==> src/rtl/tdm_demux_pkg.sv <==
// Shared types and constants for the TDM 1:N demultiplexer.
// DEMUX_PARITY_EN: frames carry one extra even-parity beat after the lanes.
package tdm_demux_pkg;

  typedef enum logic {ST_IDLE, ST_RUN} state_t;

  localparam int DEF_NUM_CH = 8;
  localparam int DEF_DATA_W = 1;

  // Beats per frame for a given lane count (lanes, plus parity beat when enabled)
  function automatic int frame_len(input int n);
`ifdef DEMUX_PARITY_EN
    return n + 1;
`else
    return n;
`endif
  endfunction

  localparam int FRAME_LEN = frame_len(DEF_NUM_CH);

endpackage

==> src/rtl/tdm_slot_counter.sv <==
// Modulo-LEN slot counter: clear beats load-to-1, which beats count enable.
// o_wrap flags the enabled beat that takes the count from LEN-1 back to 0.
module tdm_slot_counter #(
  parameter int LEN = 8,
  parameter int W   = $clog2(LEN)
) (
  input  logic         clk,
  input  logic         rst_n,
  input  logic         i_en,
  input  logic         i_load1,
  input  logic         i_clr,
  output logic [W-1:0] o_cnt,
  output logic         o_wrap
);

  logic [W-1:0] r_cnt;

  assign o_cnt  = r_cnt;
  assign o_wrap = i_en && (r_cnt == W'(LEN - 1));

  // Slot register: clear / load-1 / count with wrap
  always_ff @(posedge clk or negedge rst_n) begin
    if (!rst_n)        r_cnt <= '0;
    else if (i_clr)    r_cnt <= '0;
    else if (i_load1)  r_cnt <= W'(1);
    else if (i_en)     r_cnt <= o_wrap ? '0 : r_cnt + 1'b1;
  end

endmodule

==> src/rtl/tdm_demux_1to8.sv <==
// TDM 1:N demultiplexer: steers serial beats into a shadow word by slot and
// publishes the whole word on y with a one-cycle frame_valid strobe.
// DEMUX_PARITY_EN: adds an even-parity beat per frame and the par_err output.
module tdm_demux_1to8
  import tdm_demux_pkg::*;
#(
  parameter  int NUM_CH = DEF_NUM_CH,
  parameter  int DATA_W = DEF_DATA_W,
  localparam int FL     = frame_len(NUM_CH),
  localparam int SLOT_W = $clog2(FL)
) (
  input  logic                     clk,
  input  logic                     rst_n,
  input  logic [DATA_W-1:0]        din,
  input  logic                     din_valid,
  input  logic                     frame_start,
  output logic [NUM_CH*DATA_W-1:0] y,
  output logic                     frame_valid,
  output logic [SLOT_W-1:0]        slot,
  output logic                     sync_err
`ifdef DEMUX_PARITY_EN
  ,
  output logic                     par_err
`endif
);

  // Without parity the last lane goes straight from din to y, so it is not stored.
`ifdef DEMUX_PARITY_EN
  localparam int SH_N = NUM_CH;
`else
  localparam int SH_N = NUM_CH - 1;
`endif

  state_t                          r_state, w_state_nxt;
  logic [SH_N-1:0][DATA_W-1:0]     r_shadow;
  logic [NUM_CH-1:0][DATA_W-1:0]   w_word;
  logic w_ld1, w_clr, w_en, w_lane_wr, w_serr, w_wrap, w_par_ok;

  tdm_slot_counter #(.LEN(FL), .W(SLOT_W)) u_slot (
    .clk    (clk),
    .rst_n  (rst_n),
    .i_en   (w_en),
    .i_load1(w_ld1),
    .i_clr  (w_clr),
    .o_cnt  (slot),
    .o_wrap (w_wrap)
  );

  // Framing state register
  always_ff @(posedge clk or negedge rst_n) begin
    if (!rst_n) r_state <= ST_IDLE;
    else        r_state <= w_state_nxt;
  end

  // Framing decisions for the current beat
  always_comb begin
    w_state_nxt = r_state;
    w_ld1       = 1'b0;
    w_clr       = 1'b0;
    w_en        = 1'b0;
    w_lane_wr   = 1'b0;
    w_serr      = 1'b0;
    if (din_valid) begin
      case (r_state)
        ST_IDLE: begin
          if (frame_start) begin
            w_ld1       = 1'b1;
            w_state_nxt = ST_RUN;
          end
        end
        ST_RUN: begin
          if (frame_start) begin
            // Start of a frame; mid-frame restart drops the partial frame
            w_ld1  = 1'b1;
            w_serr = (slot != '0);
          end else if (slot == '0) begin
            // Lost alignment: go back to hunting
            w_serr      = 1'b1;
            w_clr       = 1'b1;
            w_state_nxt = ST_IDLE;
          end else begin
            w_en      = 1'b1;
            w_lane_wr = 1'b1;
          end
        end
        default: w_state_nxt = ST_IDLE;
      endcase
    end
  end

  // Slot -> lane write enables; lane 0 is written only by a frame-start beat
  for (genvar k = 0; k < SH_N; k++) begin : g_lane
    logic w_we;
    assign w_we = (k == 0) ? w_ld1 : (w_lane_wr && slot == SLOT_W'(k));
    // Per-lane shadow capture
    always_ff @(posedge clk or negedge rst_n) begin
      if (!rst_n)    r_shadow[k] <= '0;
      else if (w_we) r_shadow[k] <= din;
    end
  end

`ifdef DEMUX_PARITY_EN
  assign w_word   = r_shadow;
  assign w_par_ok = ~((^r_shadow) ^ (^din));
`else
  assign w_word   = {din, r_shadow};
  assign w_par_ok = 1'b1;
`endif

  // Publish register and one-cycle status strobes
  always_ff @(posedge clk or negedge rst_n) begin
    if (!rst_n) begin
      y           <= '0;
      frame_valid <= 1'b0;
      sync_err    <= 1'b0;
`ifdef DEMUX_PARITY_EN
      par_err     <= 1'b0;
`endif
    end else begin
      frame_valid <= w_wrap && w_par_ok;
      sync_err    <= w_serr;
`ifdef DEMUX_PARITY_EN
      par_err     <= w_wrap && !w_par_ok;
`endif
      if (w_wrap && w_par_ok) y <= w_word;
    end
  end

endmodule

==> config.mk <==
export PLATFORM = sky130hd
export DESIGN_NAME = tdm_demux_1to8
export DESIGN_NICKNAME = d
export VERILOG_FILES = /design/src/rtl/tdm_demux_pkg.sv /design/src/rtl/tdm_slot_counter.sv /design/src/rtl/tdm_demux_1to8.sv
export SDC_FILE = /design/constraint.sdc
export NUM_CORES = 1
export LEC_CHECK = 0
export BUFFER_PORTS_ARGS = -buffer_cell sky130_fd_sc_hd__buf_2
export CAP_MARGIN = 20
export CORE_UTILIZATION = 50
export CTS_CLUSTER_DIAMETER = 30
export DETAILED_ROUTE_END_ITERATION = 8
export MAX_ROUTING_LAYER = met4
export PLACE_DENSITY = 0.72
export SETUP_SLACK_MARGIN = 0.1
export SLEW_MARGIN = 20
export SYNTH_ARGS = -nofsm -noshare
export SYNTH_HDL_FRONTEND = slang
export SYNTH_SLANG_ARGS = --single-unit
==> constraint.sdc <==
create_clock -name clk -period 5.1 [get_ports clk]
set_clock_uncertainty 0.05 [all_clocks]
set_input_delay 0 -clock clk [delete_from_list [all_inputs] [get_ports clk]]
set_output_delay 0 -clock clk [all_outputs]
set_load 0.005 [all_outputs]
# Word-level counts from Yosys, hierarchy flattened

Cells that the tools add are included.

Register bits after elaboration: 21
Input port bits: 5
Output and inout port bits: 13
Word-level logic and storage cells: 50

$add $sub $neg: 1
Eq/ne operators: 7
Mux-type cells: 19
Bitwise operators: 1
Reductions and logical operators: 10

Operator list:

| kind                  | count |
|---|---|
| $mux W1               | 14 |
| $eq A3 B3 Y1 const B  | 4 |
| $mux W3               | 4 |
| $logic_and A1 B1 Y1   | 7 |
| $eq A3 B2 Y1 const B  | 2 |
| $reduce_bool A3 Y1    | 2 |
| $add A3 B1 Y3 const B | 1 |
| $eq A3 B1 Y1 const B  | 1 |
| $logic_not A3 Y1      | 1 |
| $pmux W1 S2           | 1 |
| $not A1 Y1            | 1 |

# Logic depth before layout (Yosys ltp)

Word-level depth: 10
Gate-level depth with buffers: 8
Mapped depth without buffers: 8

# Cells and area by module

Synthesis repeated with hierarchy kept, for this count alone.

Cells, all modules: 71
Area total of the unflattened synthesis: 929.6 µm²

Modules (own cells, without submodules):

| module           | times used | cells each | area an instance (µm²) | sequential area each (µm²) |
|---|---|---|---|---|
| tdm_demux_1to8   | 1          | 56         | 762.0                  | 450.4 |
| tdm_slot_counter | 1          | 15         | 167.7                  | 75.1 |

# Worst setup path before layout

OpenSTA, ideal clock, no wires.

Kind: register -> register
Start: register u_slot.r_cnt[0] (netlist: u_slot.o_cnt[0])
End: register r_shadow[1] (netlist name)
Setup time: 0.125 ns
Arrival: 1.662 ns
Data required time: 4.925 ns
Setup slack: 3.263 ns
Stages on the path, launching flop included: 9
Buffers on the path: 1
Period minus slack after synthesis: 1.837 ns
Cell sequence: dfrtp_1 > inv_1 > ha_1 > nand2_1 > ha_1 > and3_1 > buf_6 > and3_4 > mux2_4

Longest elaborated chain between the ends: 6
Elaborated cells between the ends (all ways): 7
Those cells by class: eq/ne (1); mux (4); reduce/logical (2)

RTL lines:

| item                           | RTL line               | RTL |
|---|---|---|
| start: declaration             | tdm_slot_counter.sv:16 | `logic [W-1:0] r_cnt;` |
| start signal: assignment       | tdm_slot_counter.sv:26 | `else if (i_en) r_cnt <= o_wrap ? '0 : r_cnt + 1'b1;` |
| $logic_not A3 Y1               | --                     |  |
| $mux W1                        | tdm_demux_1to8.sv:76   | `end else if (slot == '0) begin` |
| $mux W1                        | tdm_demux_1to8.sv:72   | `if (frame_start) begin` |
| $mux W1                        | tdm_demux_1to8.sv:64   | `case (r_state)` |
| $mux W1                        | tdm_demux_1to8.sv:63   | `if (din_valid) begin` |
| $logic_and A1 B1 Y1 *          | tdm_demux_1to8.sv:94   | `assign w_we = (k == 0) ? w_ld1 : (w_lane_wr && slot == SLOT_W'(k));` |
| end signal: indexed assignment | tdm_demux_1to8.sv:98   | `else if (w_we) r_shadow[k] <= din;` |
| end: declaration               | tdm_demux_1to8.sv:35   | `logic [SH_N-1:0][DATA_W-1:0] r_shadow;` |

Mark *: on every way between the ends. The rest lies on a longest branch, timed or not.
A chain may end at the register's enable or synchronous reset.

# Worst setup path in the final report

Start: register u_slot.r_cnt[0] (netlist: u_slot.o_cnt[0])
End: register r_shadow[2] (netlist name)

Same word-level chain as after synthesis.

==> flow_summary.toml <==
[status]
status = "completed"

[worst_setup_path]
startpoint_type = "register"
critical_path_class = "reg2reg"
crit_arrival_ns = 2.24
crit_required_ns = 5.26
path_max_fanout = 8
worst_setup_path_end_kind = "register"

[finish]
area_growth_pct = 17.98
drive_above_1_share_pct = 36.63
finalNetCount = 115
antennaDiodeCount = 0

[synth]
async_reset_ff_share_pct = 100.0
synth_cells = 76
yosys_register_bits = 21
synthTopCellsByCount = "dfrtp_1 (21), mux2_4 (10), ha_1 (8), inv_1 (6), nand2_1 (6)"
yosysTopAreaCell = "dfrtp_1"
yosysSeqAreaShare_pct = 51.03
synth_edf_count = 0
yosysMostFrequentCell = "dfrtp_1"
synth_top_area_share_pct = 51.03
netlist_top_cells_area = "dfrtp_1 (51%), mux2_4 (15%), ha_1 (9.7%), mux2_1 (3.3%), nand3_1 (2.4%)"
synth_fp_nets = 89
syn_area_mm2 = 0.001030
synthFlopType = "dfrtp_1"
synth.avg_cell_area_um2 = 13.55
yosys_warnings = 0
synth_cell_types = 20

[place]
hpwl_um = 1162
port_buffers = 17
gp_congestion = 0.7912

[timing]
fmax_mhz = 480.9
worstMarginPinSlew_ns = 0.4617
min_period_over_period_pct = 40.77
timing.slew.headroom_pct = 69.22
hold_viol = 0
rsz0062_at_grt = "false"
hold_ws_ns = 0.1056
period_needed_ns = 2.079
setup_viol = 0
fin_tns_setup_ns = 0
slew_violations = 0

[power]
p_int_mw = 0.3073
swShare_pct = 32.51
leakage_nw = 0.6659
vdd_drop_max_mv = 0.2468
comb_power_share_pct = 30.8
netSwitchingPower_mw = 0.1480
clkPwrFrac_pct = 17.7
power.density_mw_per_mm2 = 374.8
p_seq_share_pct = 51.5

[route]
wl_per_cell_um = 12.83
drt_iter0_markers = 5
vias = 651
drcViolationCount = 0
vias_per_cell = 5.086
first_pass_iters = 4
routed_wl_um = 1642
ant_nets = 0

[grt]
grt_pass1_wl_um = 2670
use_met1_pct = 22.65
grt-busiest-layer = "met2"
grt_pass1_vias = 601
grt_use_total_pct = 18.93
overflow = 0
antenna_found_initial = 0
met2_usage_pct = 28.22
grt_max_degree = 22
use_met3_pct = 6.923

[floorplan]
fp.coreArea_mm2 = 0.001942
rows = 16
dieArea_mm2 = 0.002245
io_pins = 18
initial_core_util_pct = 53.03
die_w_um = 47.38
die_height_um = 47.38

[clock_network]
clk_pin_slew_ns = 0.12
htree_levels = 1
cts_made_buffers = 3
postCtsSetupBuffers = 0
cts_buffer_depth = 2
cts-root-buf = "clkbuf_4"
clk_latency_ns = 0.31
cts_resized = 0
cts_tree = "yes"
cts.sinks = 21

[run]
maxCapViolCount = 0

[hold_path]
hold_path_class = "in2async"
power by group through the flow:
stage | combinational, mW | sequential, mW | clock, mW
finish | 0.140 | 0.234 | 0.0805
global route | 0.162 | 0.240 | 0.0932
CTS | 0.142 | 0.235 | 0.0829
detailed placement | 0.135 | 0.239 | 0
global placement | 0.132 | 0.236 | 0
floorplan | 0.0981 | 0.233 | 0
cells in the final DEF (no fill, tap or decap):
cell type and n:
and3_2 1, or3_1 1, nand3b_1 1, and3_1 1, nor2b_1 1, clkbuf_4 3, clkinv_2 1, mux2_4 10
nand2_8 1, mux2_1 3, dfrtp_1 21, mux2_2 2, a21boi_0 1, nand2_1 6, o31ai_1 1, and3_4 2
a21oi_1 3, nand3_1 5, ha_1 8, buf_2 17, a32o_1 1, inv_1 6, dlygate4sd3_1 5
timing repair:
action / in CTS / in global routing
hold buffers: 5 / 0
setup endpoints to repair: 0 / 0
hold endpoints to repair: 30 / 0
cell type report:
class / count / area [um^2]
fill: 174 / 726.9
multi-input combinational: 48 / 470.5
clock buffer: 3 / 22.52
inverter: 6 / 22.52
sequential: 21 / 525.5
tap: 27 / 33.78
clock inverter: 1 / 5.005
timing repair buffer: 22 / 135.1
critical path, cell delays in order, from the launching register on:
cell	delay (ns)
dfrtp_1	0.45
inv_1	0.09
ha_1	0.22
nand2_1	0.08
ha_1	0.16
and3_1	0.41
and3_4	0.25
mux2_4	0.29
flip-flops by register name, summed over array words and instances, names as in the netlist:
register and cells:
u_slot.o_cnt 3, sync_err 1, r_state 1, r_shadow 7, frame_valid 1, y 8
stage by stage:
step                      power (mW)  instance area [um^2]  setup WS, ns  util [%]  instances
after floorplan               0.3314                  1030         3.263         -         76
after global placement        0.3684                  1137         3.098     58.57        119
after detailed placement      0.3734                  1137         3.035     58.57        119
after CTS                     0.4597                  1215         3.022     62.56        128
after global routing          0.4954                  1215         2.888     62.56        128
final                         0.4554                  1215         3.021     62.56        128
logic make-up (layout without fill, tap and decap cells):
group                      after synthesis  after routing  synth area share (%)
DFF                                     21             21                 51.03
adders and majority gates                8              8                 9.721
AOI/OAI and AO/OA                        6              6                 3.888
buffers and inverters                    7             32                 3.280
and+or+nand+nor                         19             19                 12.03
muxes                                   15             15                 20.05
final timing paths:
| kind | from | endpoint | slack [ns] | cells after the start |
|---|---|---|---|---|
| max in group asynchronous | rst_n | u_slot.o_cnt[0]$_DFFE_PN0P_ | 4.57 | 2 |
| min | rst_n | frame_valid$_DFF_PN0_ | 0.11 | 2 |
| min in group clk | r_shadow[4]$_DFFE_PN0P_ | r_shadow[4]$_DFFE_PN0P_ | 0.45 | 1 |
| max reg2reg | u_slot.o_cnt[0]$_DFFE_PN0P_ | r_shadow[2]$_DFFE_PN0P_ | 3.02 | 7 |
| max | u_slot.o_cnt[0]$_DFFE_PN0P_ | r_shadow[2]$_DFFE_PN0P_ | 3.02 | 7 |
| min reg2reg | r_shadow[4]$_DFFE_PN0P_ | r_shadow[4]$_DFFE_PN0P_ | 0.45 | 1 |
layer usage:
layer | part of all wire [%] | up-vias
met5 | 0 | -
met4 | 1.9 | 0
met3 | 4.0 | 5
met2 | 48 | 15
met1 | 46 | 318
li1 | - | 313
Power figures use the tool's default switching activity.
